**src/rtl/seq_restoring_divider.sv**
```systemverilog
// ============================================================================
// seq_restoring_divider
//
// Unsigned radix-2 restoring divider producing one quotient bit per clock.
// Each step shifts the next dividend bit into the partial remainder and
// trial-subtracts the divisor as a + ~b + 1. The carry out of that sum is the
// inverted borrow: carry=1 keeps the difference, carry=0 restores the
// shifted remainder. A start/busy/done handshake connects the divider to the
// multiplier/divider top-level controller.
//
// Parameters
//   WIDTH        operand, quotient and remainder width in bits (>= 2)
//
// Ports
//   clk          single clock, all state changes on the rising edge
//   rst          synchronous active-high reset, aborts any operation
//   start        request, sampled only while busy is low
//   dividend     numerator, captured on an accepted start
//   divisor      denominator, captured on an accepted start
//   busy         high while the iteration is running
//   done         one-cycle pulse, results valid in that cycle
//   quotient     result, held until the next accepted start completes
//   remainder    result, held until the next accepted start completes
//   div_by_zero  set together with done when the divisor was zero
// ============================================================================
module seq_restoring_divider #(
    parameter int WIDTH = 8
) (
    input  logic             clk,
    input  logic             rst,
    input  logic             start,
    input  logic [WIDTH-1:0] dividend,
    input  logic [WIDTH-1:0] divisor,
    output logic             busy,
    output logic             done,
    output logic [WIDTH-1:0] quotient,
    output logic [WIDTH-1:0] remainder,
    output logic             div_by_zero
);

    localparam int CW = (WIDTH > 2) ? $clog2(WIDTH) : 1;

    localparam logic [1:0] S_IDLE = 2'd0;
    localparam logic [1:0] S_RUN  = 2'd1;
    localparam logic [1:0] S_DONE = 2'd2;

    logic [1:0]       state;
    logic [WIDTH:0]   r;
    logic [WIDTH-1:0] q;
    logic [WIDTH-1:0] dvsr;
    logic [CW-1:0]    count;

    logic [WIDTH:0]   sub_a;
    logic [WIDTH:0]   sub_bn;
    logic [WIDTH+1:0] sum_ext;
    logic [WIDTH:0]   trial;
    logic             no_borrow;
    logic [WIDTH:0]   r_next;
    logic [WIDTH-1:0] q_next;

    // The top bit of the stored partial remainder is always zero: a kept
    // difference is smaller than the divisor and a restored value was
    // already smaller than the divisor, so it never feeds the next shift.
    logic unused_r_top;
    assign unused_r_top = r[WIDTH];

    // Handshake outputs decode directly from the state register so they
    // fall to zero in the same cycle that reset takes effect.
    assign busy = (state == S_RUN);
    assign done = (state == S_DONE);

    // One restoring step: shift the next dividend bit into the remainder,
    // add the inverted divisor plus one, and use the carry out as "no borrow".
    // On a borrow the shifted remainder is restored and a 0 quotient bit
    // enters; otherwise the difference is kept and a 1 enters.
    always_comb begin
        sub_a     = {r[WIDTH-1:0], q[WIDTH-1]};
        sub_bn    = ~{1'b0, dvsr};
        sum_ext   = {1'b0, sub_a} + {1'b0, sub_bn} + {{(WIDTH+1){1'b0}}, 1'b1};
        trial     = sum_ext[WIDTH:0];
        no_borrow = sum_ext[WIDTH+1];
        r_next    = no_borrow ? trial : sub_a;
        q_next    = {q[WIDTH-2:0], no_borrow};
    end

    // Control and datapath registers. A start is honoured in IDLE and in the
    // DONE cycle, so back-to-back operations lose no cycle. A zero divisor
    // bypasses the iteration and reports all-ones with the dividend as the
    // remainder. The visible results move only on the final step or on a
    // divide-by-zero accept, so a running operation never disturbs them.
    always_ff @(posedge clk) begin
        if (rst) begin
            state       <= S_IDLE;
            r           <= '0;
            q           <= '0;
            dvsr        <= '0;
            count       <= '0;
            quotient    <= '0;
            remainder   <= '0;
            div_by_zero <= 1'b0;
        end else begin
            case (state)
                S_IDLE, S_DONE: begin
                    if (start) begin
                        if (divisor == '0) begin
                            quotient    <= '1;
                            remainder   <= dividend;
                            div_by_zero <= 1'b1;
                            state       <= S_DONE;
                        end else begin
                            dvsr  <= divisor;
                            r     <= '0;
                            q     <= dividend;
                            count <= CW'(WIDTH - 1);
                            state <= S_RUN;
                        end
                    end else begin
                        state <= S_IDLE;
                    end
                end
                S_RUN: begin
                    r <= r_next;
                    q <= q_next;
                    if (count == '0) begin
                        quotient    <= q_next;
                        remainder   <= r_next[WIDTH-1:0];
                        div_by_zero <= 1'b0;
                        state       <= S_DONE;
                    end else begin
                        count <= count - 1'b1;
                    end
                end
                default: begin
                    state <= S_IDLE;
                end
            endcase
        end
    end

endmodule

```
**config.mk**
```make
export PLATFORM = sky130hd
export DESIGN_NAME = seq_restoring_divider
export DESIGN_NICKNAME = d
export VERILOG_FILES = /design/src/rtl/seq_restoring_divider.sv
export SDC_FILE = /design/constraint.sdc
export NUM_CORES = 1
export LEC_CHECK = 0
export ABC_AREA = 1
export CAP_MARGIN = 20
export CORE_MARGIN = 3
export CORE_UTILIZATION = 35
export DETAILED_ROUTE_END_ITERATION = 7
export GPL_TIMING_DRIVEN = 0
export SYNTH_ARGS = -nofsm -noshare
export SYNTH_HDL_FRONTEND = slang
export SYNTH_SLANG_ARGS = --single-unit
```
**constraint.sdc**
```tcl
create_clock -name clk -period 1.6 [get_ports clk]
set_input_delay 0.32 -clock clk [delete_from_list [all_inputs] [get_ports clk]]
set_output_delay 0.32 -clock clk [all_outputs]
set_load 0.005 [all_outputs]
```
Word-level counts from Yosys, hierarchy flattened
Index checks and enable logic that the tools add are counted.
{ "totals": {"word_cells": 56, "register_bits": 46, "inputBits": 19, "out_inout_bits": 19} }
{ "classes": {"mux": 27, "eq_ne": 7, "bitwise_logic": 2, "reduce_logical": 9, "add_sub_neg": 3} }
{ "ops": {"columns": ["cell", "n"], "rows": [
  ["8-bit 2-to-1 mux", 11],
  ["8-bit case mux with 2 select lines", 4],
  ["10-bit by 1-bit adder with 10-bit output, second input constant", 1],
  ["9-bit by 9-bit adder with 10-bit output", 1],
  ["3-bit 2-to-1 mux", 3],
  ["8-bit NOT with 9-bit output", 1],
  ["8-bit logical NOT", 1],
  ["2-bit inequality test, second input constant", 4],
  ["4-bit AND reduction", 2],
  ["2-bit 2-to-1 mux", 3],
  ["3-bit case mux with 2 select lines", 1],
  ["3-bit AND reduction", 2],
  ["2-bit case mux with 2 select lines", 1],
  ["3-bit logical NOT", 1],
  ["1-bit 2-to-1 mux", 3],
  ["3-bit by 1-bit subtractor with 3-bit output, second input constant", 1],
  ["2-bit by 1-bit equality test with 1-bit output, second input constant", 1],
  ["2-bit equality test, second input constant", 1],
  ["2-bit logical NOT", 1],
  ["2-bit by 1-bit inequality test with 1-bit output, second input constant", 1],
  ["1-bit case mux with 2 select lines", 1],
  ["2-bit nonzero test", 1],
  ["2-bit OR reduction", 1],
  ["1-bit NOT", 1]
]} }

Logic depth before layout (Yosys ltp)
Gate-level depths: netlist (run 1).
{ "depth": {"ltp_word": 6, "mapped_depth": 13} }

Worst setup path after synthesis (run 1)
No wires, ideal clock.
{ "synth_timing": {"path_type": "reg-to-reg", "start": "register dvsr[6]", "end": "register r[1]", "slack_ns": -0.150, "path_buffers": 0, "synth_period_minus_slack_ns": 1.750, "required_time_ns": 1.490, "arrival_ns": 1.640, "setup_ns": 0.110, "path_stages_with_launch": 13, "path_cell_list": "dfxtp_1 > inv_1 > ha_1 > nand2_1 > nand2_1 > nand2_1 > nand2_1 > nor2_1 > nand2_2 > nand3b_1 > nand3_1 > nand2_1 > inv_1"} }
{ "synth_between": {"elab_chain_cells": 5} }
{ "synth_rtl": {"columns": ["element", "line_no", "text"], "rows": [
  ["start, declared", "50", "logic [WIDTH-1:0] dvsr;"],
  ["start signal, assigned", "111", "dvsr <= divisor;"],
  ["8-bit NOT with 9-bit output", "78", "sub_bn = ~{1'b0, dvsr};"],
  ["9-bit by 9-bit adder with 10-bit output", "79", "sum_ext = {1'b0, sub_a} + {1'b0, sub_bn} + {{(WIDTH+1){1'b0}}, 1'b1};"],
  ["10-bit by 1-bit adder with 10-bit output", "79", null],
  ["8-bit 2-to-1 mux", "82", "r_next = no_borrow ? trial : sub_a;"],
  ["8-bit case mux with 2 select lines", "102", "case (state)"],
  ["end signal, assigned", "122", "r <= r_next;"],
  ["end, declared", "48", "logic [WIDTH:0] r;"]
]} }
No other way between the ends.
A chain may end at the register's enable or synchronous reset.

Final worst setup path (run 1)
{ "layout_timing": {"start": "register dvsr[7]", "end": "register r[2]"} }
Same word-level chain as after synthesis.

==> impl_metrics.csv, run 1 <==
group,metric,value,unit
logic_synthesis,ys_ff_latch,46,
logic_synthesis,synthesis.nets,390,
critical_path,crit_top_cell,"inv_1",
grt,grt_pass1_vias,2342,
placed_design,gp_congestion,0.838,
timing,rsz0062_at_grt,"yes",
placed_design,port_buffers,37,
critical_path,path_class,"reg -> reg",
clock_tree,cts_buffer_depth,2,
run_status,status,"finished with violations",
grt,grt_util_met3,3.59,%
power,p_per_area,964,mW/mm^2
clock_tree,numCtsBuffers,5,
die,die_area,0.00809,sq mm
grt,gr-total-overflow,0,
run_status,failed_checks,"negative setup slack",
timing,setup_viol,14,
die,io_pins,38,
grt,antenna_found_initial,0,
timing,tightest_slew,0.537,ns
detailed_routing,wirelength,7.35,mm
die,die_w,89.9,microns
detailed_routing,drt_pre_antenna_iters,4,
grt,use_met1,23.0,%
worst_hold_path,hold_path.class,"in -> reg",
logic_synthesis,syn_area_per_cell,6.85,sq um
critical_path,critPathArrivalTime,1.91,ns
clock_tree,tritoncts,"yes",
clock_tree,clk_latency,0.30,ns
clock_tree,path_clk_slew,0.08,ns
timing,finClkSkew,0.00639,ns
critical_path,cp-start-kind,"flop",
logic_synthesis,synth_area,0.00247,sq mm
die,num_rows,29,
power,p_leak,1.83,nW
timing,hold_viol,0,
clock_tree,postCtsHoldBufs,0,
critical_path,critPathTopFamily,"simple AND/OR/NAND/NOR gates",
grt,grt_max_degree,14,
critical_path,critPathMaxFanout,4,
critical_path,cp_slowest_cell,"dfxtp_1",
placed_design,place_area,0.00298,sq mm
detailed_routing,viasPerCell,4.78,
layout,stdcell_area,0.00384,sq mm
timing,final-max-slew-violation-count,0,
critical_path,rrSetupSlack,-0.11,ns
detailed_routing,drtIter0Drc,145,
critical_path,slowest_delay,0.33,ns
detailed_routing,wl_per_cell,13.7,microns
timing,fmax,585,MHz
critical_path,r2r_start,"dvsr[7]",
layout,antennaDiodeCount,0,
critical_path,ff2ff_path_depth,10,
critical_path,critPathRequiredTime,1.80,ns
detailed_routing,antenna_left,0,
grt,grt_pass1_wl,11.2,mm
timing,relSlewSlack,64.2,%
timing,period_share,107,%
flow_run,maxCapViolations,0,
logic_synthesis,synth_top_area_share,37.3,%
critical_path,cp-startpoint,"dvsr[7]",
die,fp.dieH,89.9,microns
detailed_routing,vias,2567,
logic_synthesis,yosysTopAreaCell,"dfxtp_1",
logic_synthesis,ys_types,28,
placed_design,place_hpwl,4.67,mm
critical_path,reg2reg_to,"r[2]",
critical_path,path_cells,"inv_2 -> ha_4 -> inv_1 -> nor3_4 -> buf_4 -> nand2_2 -> nand4_1 -> nand3_1 -> nand2_1 -> inv_1",
critical_path,cp.depth,10,
layout,area_growth,55.8,%
grt,busiest_layer,"met2",
timing,hold_slack,0.345,ns
layout,nNetsFinal,473,
detailed_routing,drc,0,
power,ir_drop,0.000536,V
critical_path,end_kind,"flop",
clock_tree,cts_htree_levels,2,
die,floorplan.core_area,0.00660,sq mm
clock_tree,cts_sinks,46,
layout,final_core_util,58.2,%
worst_hold_path,min_path_cells,3,
logic_synthesis,synthCells,360,
layout,drive_above_1_share,33.3,%
logic_synthesis,ys_warn_count,0,
critical_path,cp_num_buf_inv,4,
logic_synthesis,ys_top_cells_by_area,"dfxtp_1, nand2_1, inv_1",
timing,period_minus_slack,1.71,ns
clock_tree,root_buffer,"clkbuf_8",
logic_synthesis,yosysSeqAreaShare,37.3,%
grt,grtUsageTotal,16.9,%
timing,setup_slack,-0.108,ns
critical_path,crit_end,"r[2]",
grt,global_route.usage.met2,27.0,%
die,initial_utilization,37.3,%
## cell type report
| cell class | instances | area, sq um |
|---|---|---|
| fillers | 607 | 2760 |
| multi-input cells | 243 | 1640 |
| flip-flops and latches | 46 | 942 |
| repair buffers | 74 | 701 |
| inverters | 61 | 241 |
| well taps | 93 | 116 |
| clock buffers | 8 | 110 |
| plain buffers | 12 | 93.8 |
## kinds of logic after synthesis
family	after synthesis	synth area share (%)
AND/OR/NAND/NOR	174	31.4
buffers and inverters	73	11.9
AO/OA/AOI/OAI	52	12.1
flip-flops	46	37.3
adder cells (fa/ha/maj)	11	5.89
XOR/XNOR	4	1.42
## Yosys cell counts, drive strengths merged
cell type / instances
ha: 10
o22ai: 1
nand4: 9
or2: 1
a211oi: 1
buf: 7
nand3b: 2
dfxtp: 46
nor2: 51
inv: 61
clkbuf: 5
nor3: 3
a21oi: 22
nand2: 72
o21ai: 24
nand3: 36
xnor2: 4
fa: 1
o211a: 4
## worst register-to-register path, cell delays in order (launching register included)
cell	delay (ns)
dfxtp_1	0.33
inv_2	0.05
ha_4	0.27
inv_1	0.07
nor3_4	0.27
buf_4	0.17
nand2_2	0.08
nand4_1	0.15
nand3_1	0.11
nand2_1	0.07
inv_1	0.04
## metal layers
| metal | wire (microns) | vias to the layer above |
|---|---|---|
| met4 | 76 | 0 |
| met1 | 3370 | 1162 |
| met3 | 487 | 6 |
| li1 | - | 1314 |
| met5 | 0 | - |
| met2 | 3420 | 85 |
## state kept, by name, indices dropped and copies added, names as in the netlist
register     cells
q                8
r                8
count            3
state            2
quotient         8
div_by_zero      1
dvsr             8
remainder        8
## where the power goes
group | leakage (nW) | internal, mW | total [mW] | switching (mW)
sequential | 0.383 | 1.26 | 1.34 | 0.0834
clock | 0.0575 | 0.437 | 0.839 | 0.402
combinational | 1.39 | 0.707 | 1.52 | 0.811
## worst min-delay path by stage
stage | start | to
2_1_floorplan | dvsr[7] | dvsr[7]
3_3_place_gp | quotient[5] | quotient[5]
3_5_place_dp | quotient[3] | quotient[3]
4_1_cts | quotient[6] | quotient[6]
5_1_grt | divisor[5] | dvsr[5]
6_report | divisor[3] | dvsr[3]
## metrics by stage
step                std cells  TNS, ns  power (mW)  worst slack, ns
floorplan                 360        0        2.00           0.0403
global placement          490   -16.47        2.29           -0.463
detailed placement        490   -17.04        2.30           -0.482
CTS                       520   -0.334        3.48          -0.0632
global route              537    -2.16        3.91           -0.194
finish                    537   -0.564        3.70           -0.108
## what timing repair did
item / in CTS / in global routing
setup endpoints to repair: 39 / 39
pin swaps: 19 / 34
setup buffers: 19 / 15
gates resized for setup: 74 / 60
gates cloned: 3 / 2
## placed cells by master (no fill, tap or decap), types with 2 or more instances in the layout
master           count
ha_1                 2
dfxtp_4              3
nor2_4               6
nand2_1             52
inv_1               44
clkdlybuf4s50_1     30
clkbuf_8            10
buf_6               11
nand4_1              9
dfxtp_2              8
xnor2_1              4
dlymetal6s2s_1       5
nand3_4              2
nand3_1             22
nand2_8              3
nand3b_1             2
ha_4                 8
o211a_1              4
nand2_4              4
nor2_2               3
nor3_4               2
nand3_2             12
nand2_2             15
a21oi_2              2
clkbuf_2             4
dlygate4sd2_1        2
inv_2               13
o21ai_0             17
a21oi_1             19
o21ai_1              4
nor2_1              42
inv_4                3
dfxtp_1             35
o21ai_2              3
buf_4               27
Power figures use the tool's default switching activity.
==> inputs of run 2 (changes only) <==
--- a/config.mk
+++ b/config.mk
@@ -11,6 +11,7 @@
 export CORE_UTILIZATION = 35
 export DETAILED_ROUTE_END_ITERATION = 7
 export GPL_TIMING_DRIVEN = 0
+export SKIP_LAST_GASP = 1
 export SYNTH_ARGS = -nofsm -noshare
 export SYNTH_HDL_FRONTEND = slang
 export SYNTH_SLANG_ARGS = --single-unit
==> impl_metrics.csv, run 2 (same netlist as run 1, synthesis figures left out) <==
group,metric,value,unit
run_status,status,"finished with violations",
run_status,failed_checks,"negative setup slack",
die,fp.dieH,89.9,microns
die,num_rows,29,
timing,fmax,590,MHz
layout,drive_above_1_share,34.6,%
clock_tree,cts_htree_levels,2,
clock_tree,path_clk_slew,0.08,ns
die,die_w,89.9,microns
placed_design,gp_congestion,0.838,
critical_path,critPathRequiredTime,1.80,ns
critical_path,path_class,"reg -> reg",
flow_run,maxCapViolations,0,
timing,finClkSkew,0.00714,ns
detailed_routing,drc,0,
layout,final_core_util,58.2,%
detailed_routing,drtIter0Drc,179,
critical_path,critPathArrivalTime,1.89,ns
detailed_routing,drt_pre_antenna_iters,4,
die,io_pins,38,
detailed_routing,antenna_left,0,
grt,grt_pass1_wl,11.2,mm
timing,hold_viol,0,
detailed_routing,vias,2589,
die,initial_utilization,37.3,%
critical_path,path_cells,"inv_2 -> ha_4 -> inv_1 -> nor3_4 -> buf_4 -> nand2_2 -> nand4_1 -> nand3_1 -> nand2_1 -> inv_1",
critical_path,cp_slowest_cell,"dfxtp_2",
placed_design,place_hpwl,4.67,mm
detailed_routing,viasPerCell,4.81,
clock_tree,clk_latency,0.30,ns
layout,nNetsFinal,474,
detailed_routing,wirelength,7.34,mm
critical_path,critPathMaxFanout,4,
die,die_area,0.00809,sq mm
clock_tree,tritoncts,"yes",
critical_path,end_kind,"flop",
timing,period_share,106,%
clock_tree,root_buffer,"clkbuf_8",
grt,grt_pass1_vias,2364,
grt,gr-total-overflow,0,
timing,setup_slack,-0.0938,ns
detailed_routing,wl_per_cell,13.6,microns
layout,area_growth,55.8,%
layout,antennaDiodeCount,0,
placed_design,dp_slack,-0.482,ns
grt,use_met1,23.1,%
layout,mostFrequentLayoutCells,"nand2_1, inv_1, nor2_1",
timing,tightest_slew,0.539,ns
timing,relSlewSlack,64.0,%
grt,busiest_layer,"met2",
grt,antenna_found_initial,0,
timing,period_minus_slack,1.69,ns
timing,setup_viol,15,
critical_path,rrSetupSlack,-0.09,ns
power,p_per_area,963,mW/mm^2
grt,global_route.usage.met2,27.1,%
grt,grt_util_met3,3.59,%
critical_path,slowest_delay,0.33,ns
power,p_leak,1.84,nW
layout,layout_commonest_cell,"nand2_1",
layout,nFillCells,610,
timing,rsz0062_at_grt,"yes",
die,floorplan.core_area,0.00660,sq mm
critical_path,cp-start-kind,"flop",
power,ir_drop,0.000531,V
clock_tree,cts_buffer_depth,2,
worst_hold_path,hold_path.class,"in -> reg",
grt,grt_max_degree,14,
grt,grtUsageTotal,17.0,%
placed_design,port_buffers,37,
clock_tree,numCtsBuffers,5,
critical_path,cp_num_buf_inv,4,
clock_tree,cts_sinks,46,
timing,final-max-slew-violation-count,0,
critical_path,critPathTopFamily,"simple AND/OR/NAND/NOR gates",
critical_path,crit_top_cell,"inv_1",
==> run 2: cell count changes in the layout (fill, tap and decap cells not counted), sizes merged <==
cell | previous run | this run
buf | 41 | 43
clkbuf | 16 | 15
==> run 2: power breakdown <==
group,internal (mW),switching [mW],total [mW]
sequential,1.26,0.0830,1.34
combinational,0.703,0.813,1.52
clock,0.437,0.403,0.840
total,2.40,1.30,3.70
==> run 2: path summary, 6_finish.rpt <==
path / startpoint / depth (start not counted) / end
min reg2reg: dvsr[1] / 2 / dvsr[1]
max: dvsr[7] / 10 / r[2]
min: divisor[3] / 3 / dvsr[3]
max reg2reg: dvsr[7] / 10 / r[2]
==> run 2: per-stage QoR <==
| step | power [mW] | cell area [sq um] | TNS (ns) | instances | hold slack (ns) |
|---|---|---|---|---|---|
| floorplan | 2.00 | 2490 | 0 | 360 | 0.433 |
| global placement | 2.29 | 2980 | -16.47 | 490 | 0.451 |
| detailed placement | 2.30 | 2980 | -17.04 | 490 | 0.458 |
| CTS | 3.47 | 3560 | -0.380 | 520 | 0.477 |
| global route | 3.90 | 3840 | -2.18 | 538 | 0.366 |
| finish | 3.70 | 3840 | -0.590 | 538 | 0.346 |
==> run 2: area by class of cell <==
class                   instances  area, sq um  area share (%)
multi-input cells             243         1640            42.7
repair buffers                 75          699            18.2
flip-flops and latches         46          946            24.6
well taps                      93          116            3.03
inverters                      61          241            6.29
plain buffers                  12         87.6            2.28
clock buffers                   8          110            2.87
==> run 2: what timing repair did <==
| item | CTS | global route |
|---|---|---|
| pin swaps | 19 | 40 |
| gates resized for setup | 72 | 61 |
| hold buffers | 0 | 0 |
| endpoints found under the setup margin | 39 | 39 |
| cloned | 3 | 2 |
| buffers inserted | 19 | 16 |
==> run 2: worst reg2reg max path: stages (launching register included) <==
cell     delay, ns
dfxtp_2       0.33
inv_2         0.05
ha_4          0.27
inv_1         0.07
nor3_4        0.27
buf_4         0.17
nand2_2       0.08
nand4_1       0.13
nand3_1       0.11
nand2_1       0.07
inv_1         0.04
==> run 2: metal layers <==
layer,vias to the layer above,wire [microns]
li1,1317,-
met1,1190,3320
met4,0,106
met5,-,0
met2,72,3470
met3,10,440
